$ cat config.mk
export PLATFORM = sky130hd
export DESIGN_NAME = conv_encoder_param
export DESIGN_NICKNAME = d
export VERILOG_FILES = /design/src/rtl/conv_enc_pkg.sv /design/src/rtl/conv_encoder_param_punct.sv /design/src/rtl/conv_encoder_param.sv
export SDC_FILE = /design/constraint.sdc
export NUM_CORES = 1
export LEC_CHECK = 0
export BUFFER_PORTS_ARGS = -buffer_cell sky130_fd_sc_hd__buf_2
export CAP_MARGIN = 0
export CORE_ASPECT_RATIO = 1.1
export CORE_UTILIZATION = 37
export CTS_BUF_LIST = sky130_fd_sc_hd__clkbuf_4 sky130_fd_sc_hd__clkbuf_8
export CTS_CLUSTER_DIAMETER = 30
export DETAILED_ROUTE_END_ITERATION = 12
export PLACE_DENSITY = 0.63
export SLEW_MARGIN = 25
export SYNTH_ARGS = -nofsm -noshare
export SYNTH_HDL_FRONTEND = slang
export SYNTH_SLANG_ARGS = --single-unit
export TNS_END_PERCENT = 50
$ cat constraint.sdc
create_clock -name clk -period 3 [get_ports clk]
set_clock_uncertainty 0.05 [all_clocks]
set_input_delay 0.6 -clock clk [delete_from_list [all_inputs] [get_ports clk]]
set_output_delay 0.6 -clock clk [all_outputs]
set_load 0.03 [all_outputs]
$ cat src/rtl/conv_enc_pkg.sv
// Shared types, generator constants and the symbol function for the
// parametrised convolutional encoder.
package conv_enc_pkg;

  typedef enum logic {ST_DATA, ST_FLUSH} state_e;

  localparam logic [5:0]  G_K3_R12  = {3'b111, 3'b101};
  localparam logic [13:0] G_K7_R12  = {7'o171, 7'o133};
  localparam logic [3:0]  PUNCT_R23 = {2'b10, 2'b11};

  // w holds the K-bit window in its low bits, current bit at w[k-1].
  function automatic logic [3:0] conv_enc_sym(
    input logic [8:0]  w,
    input logic [35:0] g,
    input int          k,
    input int          n
  );
    logic [3:0] s;
    logic [8:0] gi;
    logic [8:0] km;
    s  = '0;
    km = 9'((36'd1 << k) - 36'd1);
    for (int i = 0; i < 4; i++) begin
      if (i < n) begin
        gi = 9'(g >> (i * k));
        s  = s | (4'(^(gi & w & km)) << i);
      end
    end
    return s;
  endfunction

endpackage

$ cat src/rtl/conv_encoder_param_punct.sv
// Mod-P symbol counter with clear-on-last and puncture mask lookup.
// Used by conv_encoder_param only when CONV_ENC_PUNCT_EN is defined.
module conv_punct_idx
  import conv_enc_pkg::*;
#(
  parameter int N = 2,
  parameter int P = 2,
  parameter logic [N*P-1:0] PUNCT = PUNCT_R23
) (
  input  logic         clk,
  input  logic         reset,
  input  logic         step,
  input  logic         last,
  input  logic         punct_on,
  output logic [N-1:0] mask
);

  localparam int IW = (P > 1) ? $clog2(P) : 1;

  logic [IW-1:0] idx;

  assign mask = punct_on ? N'(PUNCT >> (idx * N)) : '1;

  always_ff @(posedge clk) begin
    if (reset) begin
      idx <= '0;
    end else if (step) begin
      if (last || idx == IW'(P - 1))
        idx <= '0;
      else
        idx <= idx + IW'(1);
    end
  end

endmodule

$ cat src/rtl/conv_encoder_param.sv
// Zero-terminated rate-1/N feed-forward convolutional encoder.
// Optional puncture mask output under CONV_ENC_PUNCT_EN.
module conv_encoder_param
  import conv_enc_pkg::*;
#(
  parameter int K = 3,
  parameter int N = 2,
  parameter logic [N*K-1:0] G = G_K3_R12
`ifdef CONV_ENC_PUNCT_EN
  ,
  parameter int P = 2,
  parameter logic [N*P-1:0] PUNCT = PUNCT_R23
`endif
) (
  input  logic         clk,
  input  logic         reset,
  input  logic         in_valid,
  output logic         in_ready,
  input  logic         in_data,
  input  logic         in_last,
  output logic         out_valid,
  input  logic         out_ready,
  output logic [N-1:0] out_data,
  output logic         out_last
`ifdef CONV_ENC_PUNCT_EN
  ,
  input  logic         punct_on,
  output logic [N-1:0] out_mask
`endif
);

  localparam int SRW = (K > 1) ? K - 1 : 1;

  state_e         state;
  logic [SRW-1:0] sr;
  logic [SRW-1:0] sr_nx;
  logic [K-1:0]   w;
  logic [3:0]     cnt;
  logic [N-1:0]   sym;
  logic           adv;
  logic           accept;
  logic           flush;
  logic           step;
  logic           x;
  logic           last_nx;

  assign adv      = !out_valid || out_ready;
  assign in_ready = adv && (state == ST_DATA);
  assign accept   = in_valid && in_ready;
  assign flush    = adv && (state == ST_FLUSH);
  assign step     = accept || flush;
  assign x        = (state == ST_DATA) && in_data;
  assign last_nx  = flush ? (cnt == 4'd1) : (in_last && (K == 1));

  // sr[0] is the most recent bit, so the window reverses it.
  assign w[K-1]   = x;
  assign sr_nx[0] = x;
  for (genvar j = 0; j < K - 1; j++) begin : g_win
    assign w[K-2-j] = sr[j];
  end
  for (genvar j = 1; j < SRW; j++) begin : g_shift
    assign sr_nx[j] = sr[j-1];
  end

  assign sym = N'(conv_enc_sym(9'(w), 36'(G), K, N));

  always_ff @(posedge clk) begin
    if (reset) begin
      out_valid <= 1'b0;
      out_data  <= '0;
      out_last  <= 1'b0;
      sr        <= '0;
      state     <= ST_DATA;
      cnt       <= '0;
    end else begin
      if (adv) begin
        out_valid <= step;
        out_last  <= step && last_nx;
        if (step)
          out_data <= sym;
      end
      if (step)
        sr <= sr_nx;
      if (accept && in_last && (K > 1)) begin
        state <= ST_FLUSH;
        cnt   <= 4'(K - 1);
      end
      if (flush) begin
        cnt <= cnt - 4'd1;
        if (cnt == 4'd1)
          state <= ST_DATA;
      end
    end
  end

`ifdef CONV_ENC_PUNCT_EN
  logic [N-1:0] mask_nx;

  conv_punct_idx #(
    .N     (N),
    .P     (P),
    .PUNCT (PUNCT)
  ) u_punct (
    .clk      (clk),
    .reset    (reset),
    .step     (step),
    .last     (last_nx),
    .punct_on (punct_on),
    .mask     (mask_nx)
  );

  always_ff @(posedge clk) begin
    if (reset)
      out_mask <= '1;
    else if (adv && step)
      out_mask <= mask_nx;
  end
`endif

endmodule

Yosys cells after proc, flatten, opt, wreduce, memory -nomap -nowiden
Cells that the tools add are included.

Register bits after elaboration: 11. Bits of input ports: 6. Output and inout port bits: 5. Logic and storage cells: 29.

Add/subtract/negate cells: 1. Eq/ne operators: 1. Muxes and demuxes: 6. Bitwise logic cells: 2. Reduce and logical (&&, ||, !) cells: 13.

Operator list (count): $reduce_xor 9->1 (2); $mux 4 (2); $logic_and 1x1->1 (6); $eq 4x1->1 const B (1); $mux 1 (4); $sub 4x1->4 const B (1); $logic_or 1x1->1 (2); $or 1x2->2 (1); $reduce_and 2->1 (1); $reduce_bool 2->1 (1); $logic_not 1->1 (1); $not 1->1 (1).

Longest topological paths before layout
Gate-level depths: netlist of run 1.

Word-level depth: 8. Mapped depth: 5. Depth with buffers taken out: 5.

Worst setup path before layout of run 1
OpenSTA, ideal clock, no wires.

Path type: input to output. From: input out_ready. To: output in_ready. Arrival: 1.195 ns. Required time: 2.350 ns. Setup slack: 1.155 ns. Stages: 2. Buffers on the path: 0. Cell sequence: and2b_4 -> nor2_1.

Cells in the longest elaborated chain, start to end: 2.

RTL lines: from (decl) (line conv_encoder_param.sv:22) `input logic out_ready,`; $logic_or 1x1->1 (line conv_encoder_param.sv:47) `assign adv = !out_valid || out_ready;`; $logic_and 1x1->1 (line conv_encoder_param.sv:48) `assign in_ready = adv && (state == ST_DATA);`; to (decl) (line conv_encoder_param.sv:18) `output logic in_ready,`.

Every way passes these cells.

Worst setup path in the final report of run 1
Same ends and word-level chain as after synthesis.

==> metrics.yaml, run 1 <==
status: "finished clean"
drive_gt1_share_pct: 27.54
drc: 0
detail_route.iter0.violations: 1
clk_latency_ps: 260
grt_overflow: 0
required_ps: 2350
nets: 78
fp.dieArea_um2: 1607
area_delta_synth_final_pct: 15.85
rr_startpoint: "state"
grtUsageTotal_pct: 15.07
max-cap-violations: 0
cp_max_fo: 6
port_buffers: 10
routedWlPerCell_um: 11.29
yosysTopAreaCell: "dfxtp_1"
yosys_warnings: 0
max-vdd-ir-drop_uv: 315.3
synth-edff-count: 0
grt_pass1_wl_mm: 1.635
core-area_um2: 1366
fin_crit_sh_pct: 61.75
worstSetupPathType: "input port to primary output"
synth.most_common_cell: "dfxtp_1"
place_congestion: 0.7823
cp-end-kind: "primary output"
drtPass1Iterations: 2
cts.path.max_buffers: 2
max_freq_mhz: 539.8
hold_path.class: "register to register"
hpwl_um: 724.9
async_flop_share_pct: 0
antenna_left: 0
maxSlewHeadroom_pct: 71.32
hold_buffers: 0
worstHoldStart: "out_data[0]"
syn_area_um2: 536.8
ys.flop_type: "dfxtp_1"
power_density_nw_per_um2: 547.2
critPathLaunchType: "input port"
syn_area_per_cell_um2: 9.417
grt.busiest_layer: "met2"
first_global_vias: 393
drt_wl_total_um: 960
use_met3_pct: 9.626
numCtsBuffers: 3
period_needed_ps: 1852
timing.setup.tns_ps: 0
via_per_inst: 4.953
use_met1_pct: 18.24
rsz0062_at_grt: "false"
utilization_pct: 45.51
ys_seq_area_share_pct: 41.03
setup_viol: 0
die_h_um: 41.95
diodes: 0
use_met2_pct: 21.69
synth_common_cells: "dfxtp_1, nor2_1, nor3_1"
antenna_found_initial: 0
critical_path_arrival_ps: 1200
ctsResizeCount: 0
initial_core_util_pct: 39.29
drv_slew: 0
cts.sinks: 11
synthCells: 57
grt_max_degree: 14
num_io_pins: 11
finalHoldViolCount: 0
cts-root-buf: "clkbuf_4"
synth_seq_cells: 11
htreeDepth: 1
die_w_um: 38.32
clk_pin_slew_ps: 60
p_leak_nw: 0.2541
yosysTopAreaCellShare_pct: 41.03
worstMarginPinSlew_ps: 429.5
std_cell_rows: 14
vias: 421
synth_nets: 65
post-cts-setup-buffers: 0
setup.worst_path.start: "out_ready"
tritoncts: "done"
yosysUniqueCellTypes: 27
synth_area_leaders: "dfxtp_1, nor2_1, nor3_1, ha_1, mux2i_1"
[worst paths after layout]
| path | depth (start not counted) | end | slack (ps) |
|---|---|---|---|
| hold reg to reg | 2 | out_data[0] | 450 |
| setup / recovery | 4 | in_ready | 1150 |
| setup reg to reg | 4 | out_data[1] | 1540 |
| hold / removal | 2 | out_data[0] | 450 |
[final cells by class]
class | count | area (um2)
timing repair buffer | 10 | 50.05
tap | 16 | 20.02
fill | 147 | 744.5
clock buffer | 4 | 30.03
inverter | 2 | 7.507
multi-input combinational | 42 | 294.0
sequential | 11 | 220.2
[layout by cell type, fill, tap and decap left out, drive strengths merged]
| master | instances |
|---|---|
| o21ai | 2 |
| a21oi | 1 |
| a32oi | 2 |
| and2 | 1 |
| buf | 10 |
| dfxtp | 11 |
| nor3 | 8 |
| a31oi | 1 |
| clkbuf | 4 |
| nand4b | 1 |
| nand2 | 1 |
| ha | 2 |
| a211oi | 1 |
| nand3 | 1 |
| nor4b | 1 |
| nor2 | 9 |
| nand3b | 1 |
| nand2b | 1 |
| nor2b | 2 |
| and2b | 1 |
| mux2i | 2 |
| a311oi | 1 |
| a221o | 1 |
| inv | 2 |
| xor2 | 2 |
[state kept, by name, summed over array words and instances, names as in the netlist]
name	cells
out_last	1
sr	2
out_data	2
out_valid	1
state	1
cnt	4
[cell families (layout without fill, tap and decap cells)]
logic type	count (synthesis)	in the layout	share of synthesized area (%)
and+or+nand+nor	27	27	28.90
DFF	11	11	41.03
AOI/OAI and AO/OA	9	9	14.22
buffers and inverters	4	16	4.196
adders and majority gates	2	2	4.661
xor gates and xnor gates	2	2	3.264
muxes	2	2	3.730
[through the flow]
step | power, W | cell area, um2 | instances | hold slack (ps) | worst slack [ps]
after floorplan | 0.0002219 | 536.8 | 57 | 434.4 | 1155
after global placement | 0.0002367 | 591.8 | 81 | 422.7 | 1156
after detailed placement | 0.0002379 | 591.8 | 81 | 444.9 | 1146
after CTS | 0.0003469 | 621.8 | 85 | 460.9 | 1146
after global routing | 0.0003630 | 621.8 | 85 | 472.5 | 1105
final | 0.0003403 | 621.8 | 85 | 447.5 | 1148
[worst max-delay path: stages]
cell	delay [ps]
buf_2	100
and2b_4	270
nor2_1	40
buf_2	190
[power breakdown]
part	switching [W]	total, W	internal (W)
clock	0.0000456	0.000106	0.0000605
combinational	0.0000392	0.0000666	0.0000274
sequential	0.0000107	0.000168	0.000157
total	0.0000956	0.000340	0.000245
[routing by layer]
metal | routed length [um] | part of all wire (%) | vias up
li1 | - | - | 231
met1 | 464 | 48 | 181
met2 | 447 | 47 | 9
met3 | 48 | 5.0 | 0
met4 | 0 | 0 | 0
met5 | 0 | 0 | -
Power figures use the tool's default switching activity.
==> run 2, diff against run 1 <==
Settings changed: PLACE_DENSITY 0.63 to 0.65.
Clock period 3 ns to 1.5 ns, I/O delays scaled along.
==> run 2 against run 1 <==
- sequential power grew 98%
- cell area grew 1.4%
- global-route usage grew 0.64 points
- non-clock buffer count rose by 1
- critical path type is now register to primary output
- largest power group unchanged
- worst setup slack worse by 1100 ps
==> metrics.yaml, run 2 (synthesized netlist as in run 1, its figures left out) <==
status: "finished clean"
pwr-share-comb_pct: 20.6  # +1.0 points
post-cts-setup-buffers: 0  # unchanged
die_h_um: 41.95  # unchanged
setup_viol: 0  # unchanged
worstMarginPinSlew_ps: 279.7  # -149.8 ps
via_per_inst: 5.186  # +4.7%
std_cell_rows: 14  # unchanged
whs_ps: 304.4  # -143.1 ps
cpLargestDelayFamily: "flip-flops"
crit_path_top_delay_cell: "dfxtp_2"
largest-register: "cnt"
worstHoldStart: "in_valid"
drive_gt1_share_pct: 30.00  # +2.5 points
placedCellCount: 82  # +1.2%
vias: 446  # +5.9%
final_cell_mix: "dfxtp_1, buf_2, nor2_1"
ff2ff_setup_slack_ps: 200  # -1340 ps
cts.path.max_buffers: 2  # unchanged
ctsResizeCount: 0  # unchanged
clk_pin_slew_ps: 70  # about the same
antenna_found_initial: 0  # unchanged
max_freq_mhz: 705.1
p_int_w: 0.0004928  # +100%
r2r_cells: 4  # unchanged
hold_buffers: 0  # unchanged
rsz0062_at_grt: "false"
cp-end-kind: "primary output"
stdcell_count: 86  # +1.2%
grt_pass1_wl_mm: 1.725  # +5.5%
p_leak_nw: 0.2597  # +2.2%
initial_core_util_pct: 39.29  # unchanged
hold_path.class: "input port to register"
fin_crit_sh_pct: 94.55
core-area_um2: 1366  # unchanged
power_density_nw_per_um2: 1098  # +100%
r2r-end: "out_data[1]"
clk_latency_ps: 270  # about the same
grtUsageTotal_pct: 15.71  # +0.64 points
cts-root-buf: "clkbuf_4"
fp.dieArea_um2: 1607  # unchanged
diodes: 0  # unchanged
die_w_um: 38.32  # unchanged
port_buffers: 10  # unchanged
grt_max_degree: 14  # unchanged
p_sw_w: 0.0001998  # +110%
period_needed_ps: 1418
numCtsBuffers: 3  # unchanged
met2_length_um: 476  # +6.5%
critPathLaunchType: "register"
cts.sinks: 11  # unchanged
grt_overflow: 0  # unchanged
slowest_delay_ps: 350  # +80 ps
rr_startpoint: "state"
nets: 79  # +1.3%
num_io_pins: 11  # unchanged
area_delta_synth_final_pct: 17.48
crit_chain: "buf_4 -> nor2_1 -> buf_2"
met1_length_um: 466  # +0.43%
drc: 0  # unchanged
worstSetupPathType: "register to primary output"
routedWlPerCell_um: 11.73  # +3.9%
drtPass1Iterations: 4  # +2
critPathBufInv: 2  # unchanged
first_global_vias: 422  # +7.4%
largest_reg_flops: 4  # unchanged
drt_wl_total_mm: 1.009  # +5.1%
clkPwrFrac_pct: 31.5  # +0.3 points
max-cap-violations: 0  # unchanged
top_layer: "met3"
tritoncts: "done"
max-vdd-ir-drop_uv: 632.9  # +100%
route.met3.wl_um: 66  # +38%
seq_power_share_pct: 47.9  # -1.3 points
place_congestion: 0.7860  # +0.47%
hold_path_depth: 3  # +1
setup.worst_path.start: "state"
maxSlewHeadroom_pct: 81.09  # +9.8 points
top_regs: "cnt: 4 flops, out_data: 2 flops, sr: 2 flops"
swShare_pct: 28.85  # +0.75 points
drv_slew: 0  # unchanged
required_ps: 1150  # -1200 ps
worstHoldEndpoint: "out_valid"
critical_path_arrival_ps: 1070  # -130 ps
finalHoldViolCount: 0  # unchanged
antenna_left: 0  # unchanged
cp_max_fo: 7  # +1
hpwl_um: 766.8  # +5.8%
detail_route.iter0.violations: 4  # +3
htreeDepth: 1  # unchanged
timing.setup.tns_ps: 0  # unchanged
-- run 2: changes by cell type in the layout (fill, tap and decap cells not counted) --
cell,delta
dfxtp_2,+1
buf_4,+1
dfxtp_1,-1
-- run 2: how the worst max path moves through the flow --
stage | end | slack [ps] | depth (start not counted)
after floorplan | in_ready | 100 | 2
after global placement | out_data[1] | 190 | 5
after detailed placement | out_data[1] | 170 | 5
after CTS | in_ready | 7 | 3
after global routing | in_ready | 10 | 3
final | in_ready | 80 | 3
-- run 2: per-layer routing --
layer	vias to the layer above	global-route usage, %
met1	206	18.58
met2	11	23.39
met4	0	4.286
met5	-	0
li1	229	-
met3	0	9.626
-- run 2: cell type report --
cell class,count,area (um2)
Clock buffer,4,30.03
Sequential cell,11,221.5
Tap cell,16,20.02
Timing Repair Buffer,11,57.56
Fill cell,150,735.7
Inverter,2,7.507
Multi-Input combinational cell,42,294.0
-- run 2: power groups by stage --
stage / combinational, W / sequential, W / clock, W
after floorplan: 0.0000953 / 0.000349 / 0
after global placement: 0.000140 / 0.000338 / 0
after detailed placement: 0.000142 / 0.000338 / 0
after CTS: 0.000143 / 0.000332 / 0.000230
after global routing: 0.000160 / 0.000335 / 0.000239
final: 0.000142 / 0.000332 / 0.000218
-- run 2: per-stage QoR --
stage	setup WS [ps]	power, W	utilization (%)	instance area (um2)
detailed placement	166.8	0.0004806	43.86	599.3
CTS	7.048	0.0007047	46.06	629.4
global route	14.49	0.0007337	46.15	630.6
global placement	187.3	0.0004781	43.86	599.3
finish	81.76	0.0006926	46.15	630.6
floorplan	102.6	0.0004439	-	536.8
-- run 2: worst reg2reg max path, stage by stage, from the launching register on --
cell and delay, ps:
dfxtp_2 350, nor2b_1 190, xor2_1 250, nor4b_1 90
a221o_1 260
==> run 3, diff against run 2 <==
Settings changed: CORE_UTILIZATION 37 to 36, PLACE_DENSITY 0.65 to 0.61.
Clock period 1.5 ns to 1.8 ns, I/O delays scaled along.
==> run 3 against run 2 <==
- via count is 3.1% lower
- register-to-register slack improved by 150 ps
- sequential power decreased by 16%
- power down 18%
- wire length is 6.0% lower
- worst setup slack improved by 200 ps
- sequential cell count did not move
- largest cell class unchanged
- critical path depth decreased by 1
- cell area shrank 1.4%
- first-iteration DRC count is 50% higher
- count of clock-buffer cells in the layout did not move
==> metrics.yaml, run 3 (synthesized netlist as in run 1, its figures left out) <==
maxSlewHeadroom_pct: 72.29  # -8.8 points
power_density_nw_per_um2: 918.5  # -16%
detail_route.iter0.violations: 6  # +2
period_needed_ps: 1522
first_global_vias: 398  # -5.7%
top_regs: "cnt: 4 flops, out_data: 2 flops, sr: 2 flops"
largest-register: "cnt"
std_cell_rows: 14  # unchanged
cts.path.max_buffers: 2  # unchanged
worstSetupPathType: "register to primary output"
fin_area_um2: 621.8  # -1.4%
grt_pass1_wl_mm: 1.580  # -8.4%
place_congestion: 0.7612  # -3.2%
tritoncts: "done"
antenna_left: 0  # unchanged
fin_ws_ps: 277.9  # +196.2 ps
grt_max_degree: 14  # unchanged
fp.dieArea_um2: 1650  # +2.6%
clk_pin_slew_ps: 70  # about the same
num_io_pins: 11  # unchanged
power.total_w: 0.0005711  # -18%
hpwl_um: 688.7  # -10%
grt_overflow: 0  # unchanged
cts.sinks: 11  # unchanged
hold_path.class: "input port to register"
ff2ff_setup_slack_ps: 350  # +150 ps
cts-root-buf: "clkbuf_4"
cp-end-kind: "primary output"
fin_crit_sh_pct: 84.56
ctsResizeCount: 0  # unchanged
post-cts-setup-buffers: 0  # unchanged
diodes: 0  # unchanged
placed_area_um2: 591.8  # -1.3%
setup_viol: 0  # unchanged
htreeDepth: 1  # unchanged
die_w_um: 38.82  # +1.3%
drtPass1Iterations: 2  # -2
finalHoldViolCount: 0  # unchanged
port_buffers: 10  # unchanged
final_cell_mix: "dfxtp_1, buf_2, nor2_1"
layout_commonest_cell: "dfxtp_1"
timing.setup.tns_ps: 0  # unchanged
critPathLaunchType: "register"
drive_gt1_share_pct: 27.54  # -2.5 points
area_delta_synth_final_pct: 15.85
drc: 0  # unchanged
max-vdd-ir-drop_uv: 441.5  # -30%
die_h_um: 42.50  # +1.3%
critical_path_arrival_ps: 1110  # +40 ps
drt_wl_total_um: 948  # -6.0%
required_ps: 1390  # +240 ps
cp_max_fo: 11  # +4
p_leak_nw: 0.2541  # -2.2%
utilization_pct: 44.94  # -1.2 points
routedWlPerCell_um: 11.15  # -4.9%
max-cap-violations: 0  # unchanged
max_freq_mhz: 657.0
vias: 432  # -3.1%
status: "finished clean"
initial_core_util_pct: 38.79  # -0.50 points
grtUsageTotal_pct: 14.54  # -1.2 points
largest_reg_flops: 4  # unchanged
post-place-ws_ps: 361.7  # +194.9 ps
worstMarginPinSlew_ps: 415.1  # +135.4 ps
hold_buffers: 0  # unchanged
numCtsBuffers: 3  # unchanged
antenna_found_initial: 0  # unchanged
clk_latency_ps: 270  # about the same
via_per_inst: 5.082  # -2.0%
nets: 78  # -1.3%
core-area_um2: 1384  # +1.3%
drv_slew: 0  # unchanged
rsz0062_at_grt: "false"
## run 3: worst paths after layout
| path | depth (start not counted) | start | endpoint |
|---|---|---|---|
| min reg2reg | 2 | out_last | out_last |
| max reg2reg | 4 | state | out_data[1] |
| min | 3 | in_valid | out_valid |
| max | 2 | state | in_ready |
## run 3: metal layers
metal / vias to the layer above / wire, um / track usage [%]
met5: - / 0 / 0
met4: 0 / 11 / 6.207
met3: 2 / 49 / 9.574
met2: 9 / 449 / 22.00
met1: 195 / 438 / 15.36
li1: 226 / - / -
## run 3: where the power goes
group	internal, W	switching, W
combinational	0.0000457	0.0000652
sequential	0.000261	0.0000176
clock	0.000101	0.0000805
total	0.000408	0.000163
## run 3: critical path, stage by stage, from the launching register on
cell and delay [ps]:
dfxtp_1 570, nor2_1 90, buf_2 190
## run 3: through the flow
| stage | std cells | hold WS [ps] |
|---|---|---|
| 6_report | 85 | 358.0 |
| 5_1_grt | 85 | 373.2 |
| 4_1_cts | 85 | 353.5 |
| 3_5_place_dp | 81 | 430.4 |
| 3_3_place_gp | 81 | 427.4 |
| 2_1_floorplan | 57 | 434.4 |
## run 3: cell type report
cell class                 count  area, um2
inverter                       2      7.507
clock buffer                   4      30.03
sequential                    11      220.2
tap                           16      20.02
multi-input combinational     42      294.0
fill                         138      762.0
timing repair buffer          10      50.05
